## src/rtl/psum_pack.sv

```systemverilog
// Packs a stream of fp16 partial sums lane-by-lane into LANES*LANE_W-bit FIFO words.
// Optional PSUM_PACK_CNT_EN adds word_count / pad_lanes write statistics.
module psum_pack #(
  parameter int LANES  = 8,
  parameter int LANE_W = 16
) (
  input  logic                    clk,
  input  logic                    rst,
  input  logic [LANE_W-1:0]       in_data,
  input  logic                    in_valid,
  input  logic                    in_last,
  output logic                    in_ready,
  input  logic                    flush,
  input  logic                    fifo_full,
  output logic                    writes_en,
  output logic [LANES*LANE_W-1:0] fifo_data,
  output logic                    done
`ifdef PSUM_PACK_CNT_EN
  ,
  output logic [15:0]             word_count,
  output logic [3:0]              pad_lanes
`endif
);

  localparam int CW = $clog2(LANES + 1);

  typedef enum logic {FILL, WRITE} state_t;

  state_t                    state, state_nxt;
  logic [CW-1:0]             cnt;
  logic [LANE_W-1:0]         lane_buf [LANES];
  logic [LANES*LANE_W-1:0]   buf_flat;
  logic                      close_by_last;
  logic                      accept;
  logic                      close_full;
  logic                      close_word;
  logic                      write_now;

  always_comb begin
    accept     = in_valid && in_ready;
    close_full = accept && (cnt == CW'(LANES - 1));
    // A flush with nothing buffered is dropped so no empty word is ever written.
    close_word = (state == FILL) &&
                 ((accept && (close_full || in_last || flush)) ||
                  (!accept && flush && (cnt != '0)));
    write_now  = (state == WRITE) && !fifo_full;
  end

  always_comb begin
    buf_flat = '0;
    for (int k = 0; k < LANES; k++) begin
      buf_flat[k*LANE_W +: LANE_W] = lane_buf[k];
    end
  end

  // FSM: state register
  always_ff @(posedge clk) begin
    if (rst) state <= FILL;
    else     state <= state_nxt;
  end

  // FSM: next state
  always_comb begin
    state_nxt = state;
    case (state)
      FILL:    if (close_word) state_nxt = WRITE;
      WRITE:   if (!fifo_full) state_nxt = FILL;
      default: state_nxt = FILL;
    endcase
  end

  // FSM: outputs
  always_comb begin
    in_ready = (state == FILL) && !rst;
  end

  // Lane buffer fill, then one write cycle that hands the word to the FIFO
  always_ff @(posedge clk) begin
    if (rst) begin
      cnt           <= '0;
      close_by_last <= 1'b0;
      writes_en     <= 1'b0;
      done          <= 1'b0;
      fifo_data     <= '0;
      for (int k = 0; k < LANES; k++) lane_buf[k] <= '0;
    end else begin
      writes_en <= 1'b0;
      done      <= 1'b0;
      if (accept) begin
        for (int k = 0; k < LANES; k++) begin
          if (cnt == CW'(k)) lane_buf[k] <= in_data;
        end
        cnt <= cnt + CW'(1);
      end
      if (close_word) close_by_last <= in_last || flush;
      if (write_now) begin
        writes_en     <= 1'b1;
        fifo_data     <= buf_flat;
        done          <= close_by_last;
        cnt           <= '0;
        close_by_last <= 1'b0;
        for (int k = 0; k < LANES; k++) lane_buf[k] <= '0;
      end
    end
  end

`ifdef PSUM_PACK_CNT_EN
  // cnt still holds the filled-lane count while the word waits in WRITE
  always_ff @(posedge clk) begin
    if (rst) begin
      word_count <= '0;
      pad_lanes  <= '0;
    end else if (write_now) begin
      word_count <= word_count + 16'd1;
      pad_lanes  <= 4'(CW'(LANES) - cnt);
    end
  end
`endif

endmodule
```

## config.mk

```make
export PLATFORM = sky130hd
export DESIGN_NAME = psum_pack
export DESIGN_NICKNAME = d
export VERILOG_FILES = /design/src/rtl/psum_pack.sv
export SDC_FILE = /design/constraint.sdc
export NUM_CORES = 1
export LEC_CHECK = 0
export ABC_CLOCK_PERIOD_IN_PS = 2800
export CAP_MARGIN = 20
export CORE_AREA = 2 2 135 137
export DETAILED_ROUTE_END_ITERATION = 8
export DIE_AREA = 0 0 137 139
export PLACE_DENSITY = 0.77
export SLEW_MARGIN = 20
export SYNTH_ARGS = -nofsm -noshare
export SYNTH_HDL_FRONTEND = slang
export SYNTH_SLANG_ARGS = --single-unit
export TNS_END_PERCENT = 1
```

## constraint.sdc

```tcl
create_clock -name clk -period 2.8 [get_ports clk]
set_input_delay 0.56 -clock clk [delete_from_list [all_inputs] [get_ports clk]]
set_output_delay 0.56 -clock clk [all_outputs]
set_load 0.02 [all_outputs]
```

==> results of run 1 <==
## power by group through the flow
| stage | clock [mW] | combinational (mW) | sequential (mW) |
|---|---|---|---|
| 6_report | 3.21 | 0.442 | 4.05 |
| 5_1_grt | 3.40 | 0.467 | 4.06 |
| 4_1_cts | 3.25 | 0.439 | 4.05 |
| 3_5_place_dp | 0 | 0.438 | 4.14 |
| 3_3_place_gp | 0 | 0.434 | 4.13 |
| 2_1_floorplan | 0 | 0.212 | 4.16 |
## per-layer routing
metal  routed length (um)  track usage  up-vias
li1                     -            -     2930
met2                 9868       0.3449      232
met1                 9411       0.3124     2921
met3                 1392      0.03984       49
met4                  664      0.07759        0
met5                    0            0        -
## placed cells by master, fill, tap and decap left out, types with 2 or more instances in the layout
cell type	netlist	routed
dfxtp_1	200	200
clkdlybuf4s50_1	0	152
a22o_1	128	128
nand2_1	75	75
edfxtp_1	64	64
nor2_1	55	55
nand3_1	35	35
o21ai_0	33	33
clkbuf_16	0	25
a21oi_2	20	20
and2_1	17	17
buf_4	2	17
a21oi_1	15	15
nand2_2	10	10
clkinv_2	1	5
clkbuf_8	0	5
clkinv_1	0	5
ha_1	4	4
clkbuf_1	16	4
buf_12	2	4
nand3_4	3	3
and3_1	3	3
inv_1	2	2
nand2b_1	3	2
xor2_1	2	2
o22ai_1	2	2
## layout make-up
type,instances,area (sq um)
tap,229,286.5
fill,1380,6287
multi-input combinational,415,2630
inverter,3,12.51
clock inverter,11,76.32
timing repair buffer,173,1729
sequential,264,5926
clock buffer,34,709.4
## worst register-to-register path, delay by kind of cell, from the launching register on
family                 cells  cell delay, ns
AND/OR/NAND/NOR            2            0.30
buffers and inverters      2            0.71
AO/OA/AOI/OAI              1            0.27
flip-flops                 1            0.36
## flip-flops by register name, summed over array words and instances (netlist names)
register,cells
close_by_last,1
writes_en,1
cnt,4
state,1
lane_buf,128
fifo_data,128
done,1
## synthesized netlist by cell type (2+ instances only)
cell type	instances	area [sq um]
a21oi_1	15	75.07
a21oi_2	20	175.2
a22o_1	128	1121
and2_1	17	106.4
and2b_1	2	15.01
and3_1	3	18.77
buf_1	4	15.01
buf_12	2	40.04
buf_2	18	90.09
buf_4	2	15.01
buf_6	14	157.7
clkbuf_1	16	60.06
dfxtp_1	200	4004
edfxtp_1	64	1922
ha_1	4	50.05
inv_1	2	7.510
nand2_1	75	281.5
nand2_2	10	62.56
nand2b_1	3	18.77
nand3_1	35	175.2
nand3_4	3	52.55
nor2_1	55	206.5
o21ai_0	33	165.2
o22ai_1	2	12.51
xor2_1	2	17.52
## how the worst max path moves through the flow
stage                          from               to  slack, ns
after floorplan                 rst  lane_buf[0][48]       0.65
after global placement          rst         in_ready       0.36
after detailed placement  fifo_full    fifo_data[99]       0.36
after CTS                       rst         in_ready       0.36
after global routing            rst         in_ready       0.28
final                           rst         in_ready       0.34
## through the flow
step / setup slack [ns] / power (mW) / instance area (sq um) / cells
finish: 0.3393 / 7.706 / 11370 / 1129
global route: 0.2842 / 7.925 / 11370 / 1129
CTS: 0.3595 / 7.738 / 11370 / 1129
detailed placement: 0.3567 / 4.575 / 10580 / 1084
global placement: 0.3596 / 4.568 / 10580 / 1084
floorplan: 0.6508 / 4.369 / 8941 / 738
## kinds of logic after synthesis
logic type,synth area share
fa+ha+maj,0.005598
flops,0.6627
compound gates,0.1732
simple gates,0.1118
buf+inv,0.04366
xor+xnor,0.002939
==> impl_metrics.env, run 1 <==
export IMPL_cts_tree="yes"
export IMPL_gp_congestion=0.8129
export IMPL_hold_violations=0
export IMPL_rsz0062_at_grt="false"
export IMPL_overflow=0
export IMPL_numCtsBuffers=25
export IMPL_die_w_um=137
export IMPL_r2r_slack_ns=1.04
export IMPL_crit_fanout=6
export IMPL_cts_resized_gates=0
export IMPL_critPathCaptureType="output port"
export IMPL_min_delay_start="close_by_last"
export IMPL_pwr_share_clk=0.417
export IMPL_worstReg2RegStart="state"
export IMPL_ys_seq_area_frac=0.6627
export IMPL_synthesis_area_sq_um=8941
export IMPL_cp_start_kind="primary input"
export IMPL_cts_setup_buffers=0
export IMPL_cp_cell_sequence="clkdlybuf4s50_1 > nor2_1 > clkdlybuf4s50_1"
export IMPL_nets=908
export IMPL_total_leakage_power_nw=4.167
export IMPL_grt_total_usage=0.2220
export IMPL_start_util=0.5064
export IMPL_worst_pin_slew_ns=0.5460
export IMPL_drt_initial_drc_count=572
export IMPL_r2r_cells=5
export IMPL_antenna_found_initial=0
export IMPL_drt_wl_total_mm=21.34
export IMPL_io_buffers=152
export IMPL_synthArstFlopShare=0
export IMPL_syn_nets=764
export IMPL_cp_data_required_time_ns=2.24
export IMPL_max_freq_mhz=406.4
export IMPL_power_frac_comb=0.057
export IMPL_finalSetupViolCount=0
export IMPL_antenna_left=0
export IMPL_route_detailed_drc=0
export IMPL_critPathBufInv=2
export IMPL_synth_seq_cells=264
export IMPL_fp_coreArea_sq_um=17660
export IMPL_ir_worst_vdd_mv=0.5954
export IMPL_vias=6132
export IMPL_die_y_um=139
export IMPL_cts_max_level=1
export IMPL_place_hpwl_mm=13.98
export IMPL_wl_per_cell_um=18.90
export IMPL_clock_latency_ns=0.51
export IMPL_cpMostUsedCell="clkdlybuf4s50_1"
export IMPL_grt_max_degree=51
export IMPL_min_path_type="reg -> reg"
export IMPL_grt_pass1_wl_mm=32.97
export IMPL_post_route_util=0.6439
export IMPL_hold_end="done"
export IMPL_slowest_stage="clkdlybuf4s50_1"
export IMPL_relSlewSlack=0.6360
export IMPL_syn_instance_count=738
export IMPL_diodes=0
export IMPL_root_buffer="clkbuf_16"
export IMPL_slowest_delay_ns=0.67
export IMPL_maxCapViolations=0
export IMPL_rows=49
export IMPL_skew_ns=0.01325
export IMPL_pwr_share_seq=0.526
export IMPL_cp_top_family="buffers and inverters"
export IMPL_power_internal_mw=6.017
export IMPL_fin_tns_setup_ns=0
export IMPL_ys_flop_type="dfxtp_1"
export IMPL_p_switching_mw=1.689
export IMPL_cts_buffer_depth=3
export IMPL_cp_depth=3
export IMPL_fin_crit_sh=0.8788
export IMPL_cts_sinks=264
export IMPL_synth_yosys_warnings=0
export IMPL_cp_data_arrival_time_ns=1.90
export IMPL_drive_above_1_share=0.1089
export IMPL_synth_cell_types=34
export IMPL_switching_share=0.2192
export IMPL_path_clk_slew_ns=0.06
export IMPL_postSynthAreaPerCell_sq_um=12.12
export IMPL_synth_edff_count=64
export IMPL_final_min_clock_period_ns=2.461
export IMPL_io_pins=153
export IMPL_drv_slew=0
export IMPL_grt_pass1_vias=5740
export IMPL_hold_buffers=0
export IMPL_syn_to_final_growth_pct=27.16
export IMPL_status="completed"
export IMPL_holdWs_ns=0.4580
export IMPL_viasPerCell=5.431
export IMPL_drt_first_pass_iters=5
export IMPL_dieArea_sq_um=19040
export IMPL_powerDensity_nw_per_um2=677.8
export IMPL_r2r_end="fifo_data[108]"
export IMPL_worstHoldPathCells=1
export IMPL_path_class="in -> out"
Power figures use the tool's default switching activity.
==> run 2, diff against run 1 <==
- CORE_AREA: 2 2 135 137 -> 2 2 139 141
- DIE_AREA: 0 0 137 139 -> 0 0 141 143
- PLACE_DENSITY: 0.77 -> 0.73
==> run 2 against run 1 <==
Clock skew decreased by 0.0053 ns. Register-to-register slack worse by 0.15 ns. Maximum frequency down 1.2%. Critical path depth did not move. Die area grew 5.9%. Count of clock-buffer cells in the layout up 5. Highest routed layer unchanged. Combinational power is 1% lower. Global-route usage decreased by 0.76 points. Sequential power is essentially flat. Cell area increased by 0.41%.
==> impl_metrics.env, run 2 (same netlist as run 1, synthesis figures left out) <==
export IMPL_final_cell_mix="dfxtp_1 (200), clkdlybuf4s50_1 (152), a22o_1 (128), nand2_1 (75), edfxtp_1 (64)"
export IMPL_path_class="in -> out"
export IMPL_cts_buffer_depth=3
export IMPL_drt_first_pass_iters=5
export IMPL_cp_cell_sequence="clkdlybuf4s50_1 > nor2_1 > clkdlybuf4s50_1"
export IMPL_power_mw=7.968
export IMPL_fin_crit_sh=0.8892
export IMPL_drt_initial_drc_count=531
export IMPL_relSlewSlack=0.6094
export IMPL_die_y_um=143
export IMPL_cts_tree="yes"
export IMPL_critPathCaptureType="output port"
export IMPL_io_pins=153
export IMPL_setup_slack_ns=0.3103
export IMPL_hold_violations=0
export IMPL_place_ws_ns=0.2462
export IMPL_antenna_found_initial=0
export IMPL_place_hpwl_mm=14.10
export IMPL_slowest_stage="clkdlybuf4s50_1"
export IMPL_antenna_left=0
export IMPL_rows=50
export IMPL_total_leakage_power_nw=4.191
export IMPL_worst_pin_slew_ns=0.5859
export IMPL_final_min_clock_period_ns=2.490
export IMPL_dieArea_sq_um=20160
export IMPL_overflow=0
export IMPL_root_buffer="clkbuf_16"
export IMPL_status="completed"
export IMPL_cp_start_kind="primary input"
export IMPL_fin_tns_setup_ns=0
export IMPL_numCtsBuffers=26
export IMPL_cpMostUsedCell="clkdlybuf4s50_1"
export IMPL_drv_slew=0
export IMPL_grt_pass1_vias=5718
export IMPL_grt_max_degree=88
export IMPL_path_clk_slew_ns=0.06
export IMPL_diodes=0
export IMPL_post_route_util=0.6144
export IMPL_cp_data_required_time_ns=2.24
export IMPL_syn_to_final_growth_pct=27.68
export IMPL_maxCapViolations=0
export IMPL_nets=908
export IMPL_ir_worst_vdd_mv=0.4356
export IMPL_route_detailed_drc=0
export IMPL_max_freq_mhz=401.6
export IMPL_reg_largest_list="fifo_data (128), lane_buf (128), cnt (4)"
export IMPL_cts_max_level=1
export IMPL_cp_top_family="buffers and inverters"
export IMPL_min_path_type="reg -> reg"
export IMPL_die_w_um=141
export IMPL_cts_setup_buffers=0
export IMPL_start_util=0.4812
export IMPL_fp_coreArea_sq_um=18580
export IMPL_grt_pass1_wl_mm=33.35
export IMPL_critPathBufInv=2
export IMPL_wl_per_cell_um=19.34
export IMPL_crit_fanout=6
export IMPL_skew_ns=0.007915
export IMPL_cts_sinks=264
export IMPL_drt_wl_total_mm=21.97
export IMPL_io_buffers=152
export IMPL_cp_data_arrival_time_ns=1.93
export IMPL_fillers=1441
export IMPL_rsz0062_at_grt="false"
export IMPL_drive_above_1_share=0.1098
export IMPL_hold_buffers=0
export IMPL_grt_total_usage=0.2144
export IMPL_slowest_delay_ns=0.66
export IMPL_clock_latency_ns=0.51
export IMPL_gp_congestion=0.9038
export IMPL_powerDensity_nw_per_um2=697.9
export IMPL_finalSetupViolCount=0
export IMPL_cts_resized_gates=0
export IMPL_holdWs_ns=0.4567
export IMPL_vias=6127
export IMPL_final_common_cell="dfxtp_1"
export IMPL_viasPerCell=5.393
==> run 2: changes by cell type in the layout (fill, tap and decap cells not counted), sizes merged <==
cell	previous run	this run
buf	21	20
clkbuf	34	39
clkinv	10	8
==> run 2: layer usage <==
metal | wire length [um] | part of all wire | vias up | track usage
met3 | 1197 | 0.054 | 41 | 0.03152
met2 | 10320 | 0.47 | 209 | 0.3463
met1 | 9913 | 0.45 | 2942 | 0.3005
met4 | 542 | 0.025 | 0 | 0.06789
li1 | - | - | 2935 | -
met5 | 0 | 0 | - | 0
==> run 2: metrics by stage <==
stage               area, sq um  cells
floorplan                  8941    738
global placement          10550   1088
detailed placement        10550   1088
CTS                       11420   1136
global route              11420   1136
finish                    11420   1136
==> run 2: cell type report <==
class	instances	area, sq um	share of cell area
Tap cell	234	292.8	0.02565
Clock buffer	39	803.3	0.07036
Sequential cell	264	5926	0.5191
Clock inverter	9	67.56	0.005918
Timing Repair Buffer	172	1684	0.1475
Multi-Input combinational cell	415	2630	0.2304
Inverter	3	12.51	0.001096
==> run 2: where the power goes <==
part           internal, mW  switching, mW
logic                 0.146          0.292
registers              4.01         0.0445
clock network          2.07           1.41
==> run 2: final timing paths <==
kind | end | cells after the start | start | slack [ns]
hold / removal | lane_buf[1][50] | 2 | lane_buf[1][50] | 0.46
hold reg to reg | lane_buf[1][50] | 2 | lane_buf[1][50] | 0.46
setup / recovery | in_ready | 3 | rst | 0.31
setup reg to reg | fifo_data[27] | 5 | state | 0.89
==> run 2: worst min-delay path, cell delays in order (launching register included) <==
cell	delay (ns)
dfxtp_1	0.31
nand2_1	0.05
a21oi_1	0.05
